File: src/rtl/dmem_arbiter.sv
// Two-port arbiter in front of a single-port data memory: round-robin grant, locked bursts bounded by MAX_LOCK.
// Optional perf counters are compiled in when DMEM_ARB_PERF_EN is defined.
module dmem_arbiter #(
  parameter int AW       = 32,
  parameter int DW       = 32,
  parameter int MAX_LOCK = 4,
  parameter int CNT_W    = 16
) (
  input  logic          iClk,
  input  logic          iReset_n,
  input  logic          iReq0,
  input  logic          iReq1,
  input  logic          iWe0,
  input  logic          iWe1,
  input  logic [AW-1:0] iAddr0,
  input  logic [AW-1:0] iAddr1,
  input  logic [DW-1:0] iWdata0,
  input  logic [DW-1:0] iWdata1,
  input  logic          iLock0,
  input  logic          iLock1,
  output logic          oGnt0,
  output logic          oGnt1,
  output logic [DW-1:0] oRdata0,
  output logic [DW-1:0] oRdata1,
  output logic          oRvalid0,
  output logic          oRvalid1,
  output logic          oMemWe,
  output logic [AW-1:0] oMemAddr,
  output logic [DW-1:0] oMemWdata,
  input  logic [DW-1:0] iMemRdata
`ifdef DMEM_ARB_PERF_EN
  ,
  output logic [CNT_W-1:0] oGntCnt0,
  output logic [CNT_W-1:0] oGntCnt1,
  output logic [CNT_W-1:0] oStallCnt
`endif
);

  localparam int LCW = $clog2(MAX_LOCK + 1);

  localparam logic [1:0] IDLE = 2'd0;
  localparam logic [1:0] OWN0 = 2'd1;
  localparam logic [1:0] OWN1 = 2'd2;

  logic [1:0]     state_q, state_d;
  logic           last_q, last_d;
  logic [LCW-1:0] cnt_q, cnt_d;
  logic [LCW-1:0] run;
  logic           gnt0, gnt1, cont, lock_g;
  logic [DW-1:0]  rdata0_q, rdata1_q;
  logic           rvalid0_q, rvalid1_q;

  // An owner that stops requesting falls back to normal arbitration in the same cycle.
  always_comb begin
    gnt0 = 1'b0;
    gnt1 = 1'b0;
    if (iReset_n) begin
      if (state_q == OWN0 && iReq0) begin
        gnt0 = 1'b1;
      end else if (state_q == OWN1 && iReq1) begin
        gnt1 = 1'b1;
      end else if (iReq0 && iReq1) begin
        gnt0 = last_q;
        gnt1 = ~last_q;
      end else begin
        gnt0 = iReq0;
        gnt1 = iReq1;
      end
    end
  end

  always_comb begin
    cont    = (state_q == OWN0 && gnt0) || (state_q == OWN1 && gnt1);
    run     = cont ? cnt_q + LCW'(1) : LCW'(1);
    lock_g  = gnt0 ? iLock0 : iLock1;
    state_d = IDLE;
    cnt_d   = '0;
    last_d  = last_q;
    if (gnt0 || gnt1) begin
      last_d = gnt1;
      // Reaching MAX_LOCK releases the lock; last_d already favours the other port.
      if (lock_g && run < LCW'(MAX_LOCK)) begin
        state_d = gnt0 ? OWN0 : OWN1;
        cnt_d   = run;
      end
    end
  end

  always_ff @(posedge iClk or negedge iReset_n) begin
    if (!iReset_n) begin
      state_q   <= IDLE;
      last_q    <= 1'b1;
      cnt_q     <= '0;
      rdata0_q  <= '0;
      rdata1_q  <= '0;
      rvalid0_q <= 1'b0;
      rvalid1_q <= 1'b0;
    end else begin
      state_q   <= state_d;
      last_q    <= last_d;
      cnt_q     <= cnt_d;
      rvalid0_q <= gnt0 & ~iWe0;
      rvalid1_q <= gnt1 & ~iWe1;
      if (gnt0 && !iWe0) rdata0_q <= iMemRdata;
      if (gnt1 && !iWe1) rdata1_q <= iMemRdata;
    end
  end

  always_comb begin
    oMemWe    = 1'b0;
    oMemAddr  = '0;
    oMemWdata = '0;
    if (gnt0) begin
      oMemWe    = iWe0;
      oMemAddr  = iAddr0;
      oMemWdata = iWdata0;
    end else if (gnt1) begin
      oMemWe    = iWe1;
      oMemAddr  = iAddr1;
      oMemWdata = iWdata1;
    end
  end

  assign oGnt0    = gnt0;
  assign oGnt1    = gnt1;
  assign oRdata0  = rdata0_q;
  assign oRdata1  = rdata1_q;
  assign oRvalid0 = rvalid0_q;
  assign oRvalid1 = rvalid1_q;

`ifdef DMEM_ARB_PERF_EN
  logic [CNT_W-1:0] gcnt0_q, gcnt1_q, stall_q;
  logic [1:0]       stall_inc;
  logic [CNT_W:0]   stall_sum;

  always_comb begin
    stall_inc = {1'b0, iReq0 & ~gnt0} + {1'b0, iReq1 & ~gnt1};
    stall_sum = {1'b0, stall_q} + (CNT_W + 1)'(stall_inc);
  end

  always_ff @(posedge iClk or negedge iReset_n) begin
    if (!iReset_n) begin
      gcnt0_q <= '0;
      gcnt1_q <= '0;
      stall_q <= '0;
    end else begin
      if (gnt0 && gcnt0_q != '1) gcnt0_q <= gcnt0_q + CNT_W'(1);
      if (gnt1 && gcnt1_q != '1) gcnt1_q <= gcnt1_q + CNT_W'(1);
      stall_q <= stall_sum[CNT_W] ? '1 : stall_sum[CNT_W-1:0];
    end
  end

  assign oGntCnt0  = gcnt0_q;
  assign oGntCnt1  = gcnt1_q;
  assign oStallCnt = stall_q;
`endif

endmodule

File: config.mk
export PLATFORM = sky130hd
export DESIGN_NAME = dmem_arbiter
export DESIGN_NICKNAME = d
export VERILOG_FILES = /design/src/rtl/dmem_arbiter.sv
export SDC_FILE = /design/constraint.sdc
export NUM_CORES = 1
export LEC_CHECK = 0
export ABC_AREA = 1
export CAP_MARGIN = 20
export CORE_MARGIN = 10
export CORE_UTILIZATION = 40
export CTS_BUF_LIST = sky130_fd_sc_hd__clkbuf_16
export DETAILED_ROUTE_END_ITERATION = 16
export DONT_BUFFER_PORTS = 1
export MAX_ROUTING_LAYER = met4
export PLACE_DENSITY_LB_ADDON = 0.25
export SETUP_SLACK_MARGIN = 0.2
export SKIP_LAST_GASP = 1
export SYNTH_ARGS = -nofsm -noshare
export SYNTH_HDL_FRONTEND = slang
export SYNTH_SLANG_ARGS = --single-unit
File: constraint.sdc
create_clock -name iClk -period 1.4 [get_ports iClk]
set_input_delay 0.07 -clock iClk [delete_from_list [all_inputs] [get_ports iClk]]
set_output_delay 0.07 -clock iClk [all_outputs]
set_load 0.02 [all_outputs]
==> impl_metrics.toml, run 1 <==
[timing]
fmax_mhz = 557
finalSetupViolCount = 136
holdWs_ps = -567
slew_viol_final = 0
rsz0062_at_grt = "true"
clock_skew_ps = 9.61
finalCritPeriodShare_pct = 128
hold_viol = 73
min_period_ps = 1790
setup_ws_ps = -394

[placed_design]
dpl.hpwl_um = 11500
globalplace.congestion = 0.914
dp_cells = 613
portBuffers = 0

[clock_network]
root_buffer = "clkbuf_16"
insertion_delay_ps = 330
cts_buffer_depth = 2
tritoncts = "done"
cts.clk_slew.worst_paths_ps = 60
holdBufCountCts = 32
clock-sinks = 72
htree_num_levels = 3
cts_buffers = 9

[worst_setup_path]
cp-startpoint = "state_q[0]"
worstPathCellList = "inv_2 -> nand3_4 -> nand2_2 -> nand3_2 -> buf_6 -> inv_8 -> buf_12 -> nand2_1 -> nand2_2"
cp_top_family = "simple AND/OR/NAND/NOR gates"
cp_max_fo = 26
endpoint_kind = "primary output"
r2r_slack_ps = -380
cp.arrival_ps = 1720
cpMaxStageDelayCell = "dfrtp_1"
r2r-start = "state_q[0]"
r2r_end = "oRdata1[22]"
critPathBufInv = 4
crit_top_cell = "nand2_2"
slowest_delay_ps = 370
critPathRequiredTime_ps = 1330
critPathKind = "reg2out"
worst_r2r_path_depth = 10
cp-start-kind = "flop"

[cells_and_area]
stdcell_count = 705
final_common_cell = "nand2_1"
multiInputGateArea_sq_um = 2530
drive_gt1_share_pct = 53.1
finalNetCount = 738
syn_to_final_growth_pct = 67.1
most-common-layout-cells = "nand2_1, nand2_4, nand2_2"
n_fill_cell = 608
seq_area_sq_um = 1800

[route]
wl_per_cell_um = 26.7
drcViolationCount = 0
drt_iter0_markers = 326
routed_via_density = 5.52
ant_nets = 0
totalWireLength_um = 18800
first_pass_iters = 5
via_count = 3891

[power_and_ir_drop]
irDropWorstVdd_mv = 0.925
p_per_area_nw_per_um2 = 1320
p_leak_nw = 3.10

[floorplan]
start_util_pct = 41.2
core_area_sq_um = 9240
fp.dieH_um = 118
dieArea_sq_um = 13800
io_pins = 301
die_x_um = 118
row_count = 35

[synth]
netlist_area_sq_um = 3810
ys_seq_area_share_pct = 47.3
async_flop_share_pct = 100
ys_ff_latch = 72
syn_area_per_cell_sq_um = 7.75
netlist_instances = 492
yosysWarningCount = 0
synth_cell_type_count = 25
syn-num-nets = 661
synthFlopType = "dfrtp_1"
synth_edf_count = 0

[run]
max_cap_viol_count = 0

[run_status]
outcome = "finished, violations left"
failed_checks = "hold timing, setup timing"

[global_route]
antenna_found_initial = 1
grt_overflow_total = 0
grt_pass1_vias = 3987
grt_pass1_wl_um = 25900
grt_start_max_net_pins = 78
grt.total_usage_pct = 24.9

[hold_path]
hold_class = "in2async"
## layer usage
metal | GRT usage [%] | wire length (um) | part of all wire [%]
met1 | 23.9 | 6060 | 32
met2 | 43.7 | 10100 | 54
met3 | 8.87 | 1790 | 9.5
met4 | 11.6 | 845 | 4.5
met5 | - | 0 | 0
## timing repair
item                       4_1_cts  5_1_grt
pin swaps                       15       30
buffers inserted                17        2
setup endpoints to repair      136      138
gates cloned                    18        5
hold endpoints to repair       137       73
gates resized for setup        112      108
## per-stage QoR
stage / cell area [sq um] / setup WS (ps) / total power [mW] / utilization [%] / TNS, ps
2_1_floorplan: 4100 / 10.2 / 4.85 / - / 0
3_3_place_gp: 4200 / -76.0 / 5.21 / 45.5 / -6630
3_5_place_dp: 4200 / -112 / 5.26 / 45.5 / -8350
4_1_cts: 5800 / -379 / 8.01 / 62.8 / -40950
5_1_grt: 6370 / -463 / 8.73 / 68.9 / -54130
6_report: 6370 / -394 / 8.40 / 68.9 / -43340
## power breakdown
group | leakage, nW | switching (mW) | internal (mW)
sequential | 0.904 | 1.25 | 2.58
combinational | 2.06 | 1.33 | 1.15
clock | 0.133 | 0.893 | 1.20
total | 3.10 | 3.47 | 4.93
## layout make-up
class	instances	area share, %
tap	129	2.53
sequential	72	28.3
multi-input combinational	355	39.8
clock inverter	7	0.727
antenna	2	0.0786
inverter	38	2.83
timing repair buffer	93	22.2
clock buffer	9	3.54
## synthesized netlist by cell type, types with 3 or more instances
cell type / number / share of area, %
nand3_1: 3 / 0.39
o21ai_1: 18 / 2.4
buf_6: 12 / 3.5
nor2_1: 4 / 0.39
inv_1: 36 / 3.5
dfrtp_1: 71 / 47
buf_4: 5 / 0.99
o21ai_2: 46 / 11
nand2_2: 4 / 0.66
nand2_1: 269 / 26
buf_2: 7 / 0.92
clkbuf_1: 3 / 0.30
## worst register-to-register path: cells and delay by family (launching register included)
| family | cells | cell delay [ps] |
|---|---|---|
| AND/OR/NAND/NOR | 4 | 570 |
| flip-flops | 1 | 370 |
| buffers and inverters | 5 | 640 |
| AO/OA/AOI/OAI | 1 | 140 |
## how the worst max path moves through the flow
| stage | endpoint | slack, ps | depth (start not counted) |
|---|---|---|---|
| 2_1_floorplan | oRdata0[11] | 10 | 10 |
| 3_3_place_gp | oRdata1[13] | -80 | 8 |
| 3_5_place_dp | oRdata1[14] | -110 | 8 |
| 4_1_cts | oMemWdata[5] | -380 | 9 |
| 5_1_grt | oMemWdata[5] | -460 | 9 |
| 6_report | oMemWdata[5] | -390 | 9 |
## kinds of logic (layout without fill, tap and decap cells)
logic type	count (synthesis)	after routing	synth area share, %
AO/OA/AOI/OAI	66	66	13.2
XOR/XNOR	1	1	0.230
adder cells (fa/ha/maj)	1	1	0.328
buffers and inverters	65	147	9.55
flip-flops	72	72	47.3
other	1	3	0.0984
AND/OR/NAND/NOR	286	286	29.3
## state kept, by name, summed over array words and instances (netlist names)
name / cells
oRvalid0: 1
oRdata0: 32
oRdata1: 32
cnt_q: 3
oRvalid1: 1
state_q: 2
last_q: 1
Power figures use the tool's default switching activity.
==> run 2, diff against run 1 <==
Settings changed: CORE_ASPECT_RATIO from default to 0.6.
==> run 2 against run 1 <==
  * Global-route usage decreased by 4.7 points
  * Via count decreased by 1.9%
  * Non-clock buffer count increased by 8
  * Sequential share of layout area decreased by 1.6 points
  * Utilization increased by 4.3 points
  * Power increased by 2.0%
  * Setup slack improved by 1.8 ps
  * Worst hold slack about the same
  * Critical path depth unchanged
  * Design area increased by 6.0%
  * Clock power increased by 8%
  * Cell count increased by 1.4%
  * The flow still finishes with violations (hold timing, setup timing)
==> impl_metrics.toml, run 2 (same netlist as run 1, synthesis figures left out) <==
[placed_design]
globalplace.congestion = 0.787
place_area_sq_um = 4240
dp_cells = 612
pre_cts_slack_ps = -81.7
dpl.hpwl_um = 10400
portBuffers = 0

[route]
wl_per_cell_um = 25.1
totalWireLength_um = 18000
via_count = 3818
first_pass_iters = 4
routed_via_density = 5.34
drt_iter0_markers = 204
drcViolationCount = 0
ant_nets = 0

[floorplan]
io_pins = 301
row_count = 27
fp.dieH_um = 95.6
dieArea_sq_um = 14000
core_area_sq_um = 9220
die_x_um = 146
start_util_pct = 41.3

[cells_and_area]
syn_to_final_growth_pct = 77.1
most-common-layout-cells = "nand2_2, nand2_1, nand2_4"
finalNetCount = 749
final_core_util_pct = 73.2
n_antenna_cell = 0
drive_gt1_share_pct = 59.0
final_common_cell = "nand2_2"
stdcell_count = 715
fin_area_sq_um = 6750

[run]
max_cap_viol_count = 0

[power_and_ir_drop]
p_per_area_nw_per_um2 = 1270
irDropWorstVdd_mv = 1.07
net-switching-power_mw = 3.41
intPower_mw = 5.17
p_leak_nw = 3.33
pwr-share-clk_pct = 26.3
p_seq_share_pct = 43.6
power_mw = 8.57
power_frac_comb_pct = 30.1
switching_share_pct = 39.7

[hold_path]
hold_class = "in2async"

[global_route]
grt_pass1_vias = 3524
grt_overflow_total = 0
grt_start_max_net_pins = 78
grt.total_usage_pct = 20.2
grt_pass1_wl_um = 21600
antenna_found_initial = 0

[clock_network]
holdBufCountCts = 33
htree_num_levels = 3
cts_buffers = 9
root_buffer = "clkbuf_16"
insertion_delay_ps = 330
cts.clk_slew.worst_paths_ps = 60
tritoncts = "done"
clock-sinks = 72
cts_buffer_depth = 2

[worst_setup_path]
worst_r2r_path_depth = 14
cp-start-kind = "flop"
cp.arrival_ps = 1720
r2r_end = "cnt_q[0]"
r2r_slack_ps = -390
r2r-start = "last_q"
critPathKind = "reg2out"
endpoint_kind = "primary output"
critPathRequiredTime_ps = 1330
cp_max_fo = 6

[run_status]
outcome = "finished, violations left"
failed_checks = "hold timing, setup timing"

[timing]
finalCritPeriodShare_pct = 128
finalSetupTns_ps = -42290
slew_viol_final = 0
fmax_mhz = 558
setup_ws_ps = -393
holdWs_ps = -567
hold_viol = 72
clock_skew_ps = 3.92
finalSetupViolCount = 136
rsz0062_at_grt = "true"
min_period_ps = 1790
## run 2: how the worst max path moves through the flow
stage,end,start,depth (start not counted),slack (ps)
2_1_floorplan,oRdata0[11],last_q,10,10
3_3_place_gp,oRdata0[5],last_q,10,-80
3_5_place_dp,oRdata0[6],last_q,10,-80
4_1_cts,oMemAddr[14],last_q,9,-370
5_1_grt,oMemAddr[5],last_q,9,-450
6_report,oMemAddr[5],last_q,9,-390
## run 2: cell type report
| type | instances | area (sq um) |
|---|---|---|
| timing repair buffer | 101 | 1660 |
| fill | 624 | 2470 |
| inverter | 38 | 180 |
| multi-input combinational | 355 | 2610 |
| tap | 130 | 163 |
| clock buffer | 9 | 225 |
| timing repair inverter | 3 | 38.8 |
| sequential | 72 | 1800 |
| clock inverter | 7 | 71.3 |
## run 2: what timing repair did
action	4_1_cts	5_1_grt
pin swaps	29	57
cloned	16	21
resized for setup	43	194
setup buffers	10	7
hold endpoints to repair	137	72
setup endpoints to repair	137	138
## run 2: power groups by stage
| stage | Sequential [mW] | Combinational, mW | Clock, mW |
|---|---|---|---|
| after floorplan | 3.51 | 1.33 | 0 |
| after global placement | 3.71 | 1.49 | 0 |
| after detailed placement | 3.71 | 1.54 | 0 |
| after CTS | 3.70 | 1.95 | 2.30 |
| after global routing | 3.80 | 2.76 | 2.41 |
| final | 3.74 | 2.58 | 2.26 |
## run 2: metal layers
metal,GRT usage [%],wire length (um),vias to the layer above
li1,-,-,1701
met4,3.07,223,0
met1,22.4,6520,1865
met3,9.93,1740,29
met2,33.3,9490,223
met5,-,0,-
## run 2: worst max-delay path, stage by stage, from the launching register on
cell	delay (ps)
dfstp_2	530
inv_2	40
nand2_2	70
nand3_4	80
nand2_4	100
nand2_8	110
clkinv_8	110
clkbuf_16	150
nand2_1	60
nand2_2	130
==> run 3, diff against run 2 <==
Settings changed: CTS_CLUSTER_SIZE from default to 30.
Clock period 1.4 ns to 1.5 ns, I/O delays scaled along.
==> run 3 against run 2 <==
  * The flow still finishes with violations (hold timing, setup timing)
  * Critical endpoint is now oMemWdata[31]
  * Largest cell class unchanged
  * Wire length decreased by 16%
  * Cell count decreased by 4.3%
  * Design area shrank 19%
  * Setup slack improved by 95 ps
  * Sequential power down 8.6%
  * Worst hold slack better by 11 ps
  * First-iteration DRC count grew 0.98%
==> impl_metrics.toml, run 3 (same netlist as run 1, synthesis figures left out) <==
[global_route]
grt.total_usage_pct = 18.3
antenna_found_initial = 2
grt_pass1_wl_um = 19700
grt_pass1_vias = 3257
grt_overflow_total = 0
grt_start_max_net_pins = 78

[cells_and_area]
fin_area_sq_um = 5490
syn_to_final_growth_pct = 43.9
drive_gt1_share_pct = 41.5
seq_area_sq_um = 1800
most-common-layout-cells = "nand2_1, nand2_2, dfrtp_1"
final_common_cell = "nand2_1"
n_fill_cell = 775
multiInputGateArea_sq_um = 2120
finalNetCount = 716

[route]
wl_per_cell_um = 22.2
via_count = 3477
first_pass_iters = 5
drcViolationCount = 0
routed_via_density = 5.08
drt_iter0_markers = 206
ant_nets = 0
totalWireLength_um = 15200

[worst_setup_path]
cp_max_fo = 6
critPathKind = "reg2out"
cp-startpoint = "last_q"
worst_r2r_path_depth = 11
endpoint_kind = "primary output"
cp.arrival_ps = 1720
critPathRequiredTime_ps = 1420
r2r_slack_ps = -110
r2r_end = "oRdata0[9]"
r2r-start = "last_q"
cp-start-kind = "flop"

[clock_network]
root_buffer = "clkbuf_16"
insertion_delay_ps = 330
cts_buffers = 9
tritoncts = "done"
cts.clk_slew.worst_paths_ps = 60
holdBufCountCts = 33
cts_buffer_depth = 2
clock-sinks = 72
htree_num_levels = 3

[timing]
min_period_ps = 1800
fmax_mhz = 556
clock_skew_ps = 8.36
hold_viol = 73
holdWs_ps = -556
rsz0062_at_grt = "true"
finalSetupTns_ps = -21610
finalSetupViolCount = 128
slew_viol_final = 0
setup_ws_ps = -297
finalCritPeriodShare_pct = 120

[floorplan]
io_pins = 301
die_x_um = 146
start_util_pct = 41.3
row_count = 27
fp.dieH_um = 95.6
dieArea_sq_um = 14000
core_area_sq_um = 9220

[run_status]
failed_checks = "hold timing, setup timing"
outcome = "finished, violations left"

[power_and_ir_drop]
irDropWorstVdd_mv = 0.728
p_per_area_nw_per_um2 = 1360
p_leak_nw = 2.76
power_mw = 7.45

[placed_design]
place_area_sq_um = 4210
globalplace.congestion = 0.799
dpl.hpwl_um = 10700
portBuffers = 0

[hold_path]
hold_class = "in2async"

[run]
max_cap_viol_count = 0
[run 3: changes by cell type in the layout (fill, tap and decap cells not counted), moves of 3 or more]
cell | before | now
buf_16 | 16 | 3
buf_6 | 13 | 3
buf_4 | 8 | 16
o21ai_1 | 3 | 18
nand2_4 | 78 | 35
o21ai_2 | 59 | 46
buf_12 | 14 | 6
nand2_1 | 93 | 155
clkbuf_16 | 22 | 15
nand2_2 | 101 | 82
nor2_1 | 1 | 4
[run 3: cell type report]
class	count	area share [%]
well taps	130	2.97
clock inverters	7	1.60
diodes	2	0.0912
repair buffers	70	16.4
inverters	38	3.06
multi-input cells	355	38.7
flip-flops and latches	72	32.9
repair inverters	1	0.205
clock buffers	9	4.11
[run 3: power breakdown]
group	internal, mW	switching [mW]	total (mW)
combinational	0.750	1.05	1.80
sequential	2.41	1.01	3.42
clock	1.44	0.787	2.23
total	4.60	2.85	7.45
[run 3: routing by layer]
metal,GRT usage (%),share of wire [%],up-vias
met4,4.48,1.1,0
met1,22.6,41,1640
met5,-,0,-
met2,26.1,47,195
met3,9.36,11,20
li1,-,-,1622
[run 3: worst max path at each step]
stage / endpoint / slack, ps / cells past startpoint
after detailed placement: oRdata1[17] / -10 / 8
final: oMemWdata[31] / -300 / 9
after floorplan: oMemAddr[0] / 110 / 10
after global routing: oMemAddr[22] / -380 / 9
after global placement: oRdata1[12] / 20 / 8
after CTS: oMemAddr[28] / -320 / 9
[run 3: repair_timing]
action | in CTS | in global routing
gates cloned | 4 | 8
endpoints found under the hold margin | 137 | 72
pin swaps | 7 | 33
setup buffers | 4 | 0
endpoints found under the setup margin | 136 | 137
gates resized for setup | 18 | 69
[run 3: through the flow]
step	util, %	cells	setup WS [ps]
after global routing	59.5	684	-382
after detailed placement	45.6	617	-14.0
after global placement	45.6	617	15.6
after floorplan	-	492	105
after CTS	54.7	674	-320
final	59.5	684	-297
[run 3: worst max-delay path: stages (launching register included)]
cell	delay, ps
dfstp_2	530
inv_2	40
nand2_2	50
nand3_2	90
nand2_4	100
nand2_8	100
clkinv_8	110
clkbuf_16	160
nand2_1	90
nand2_4	110
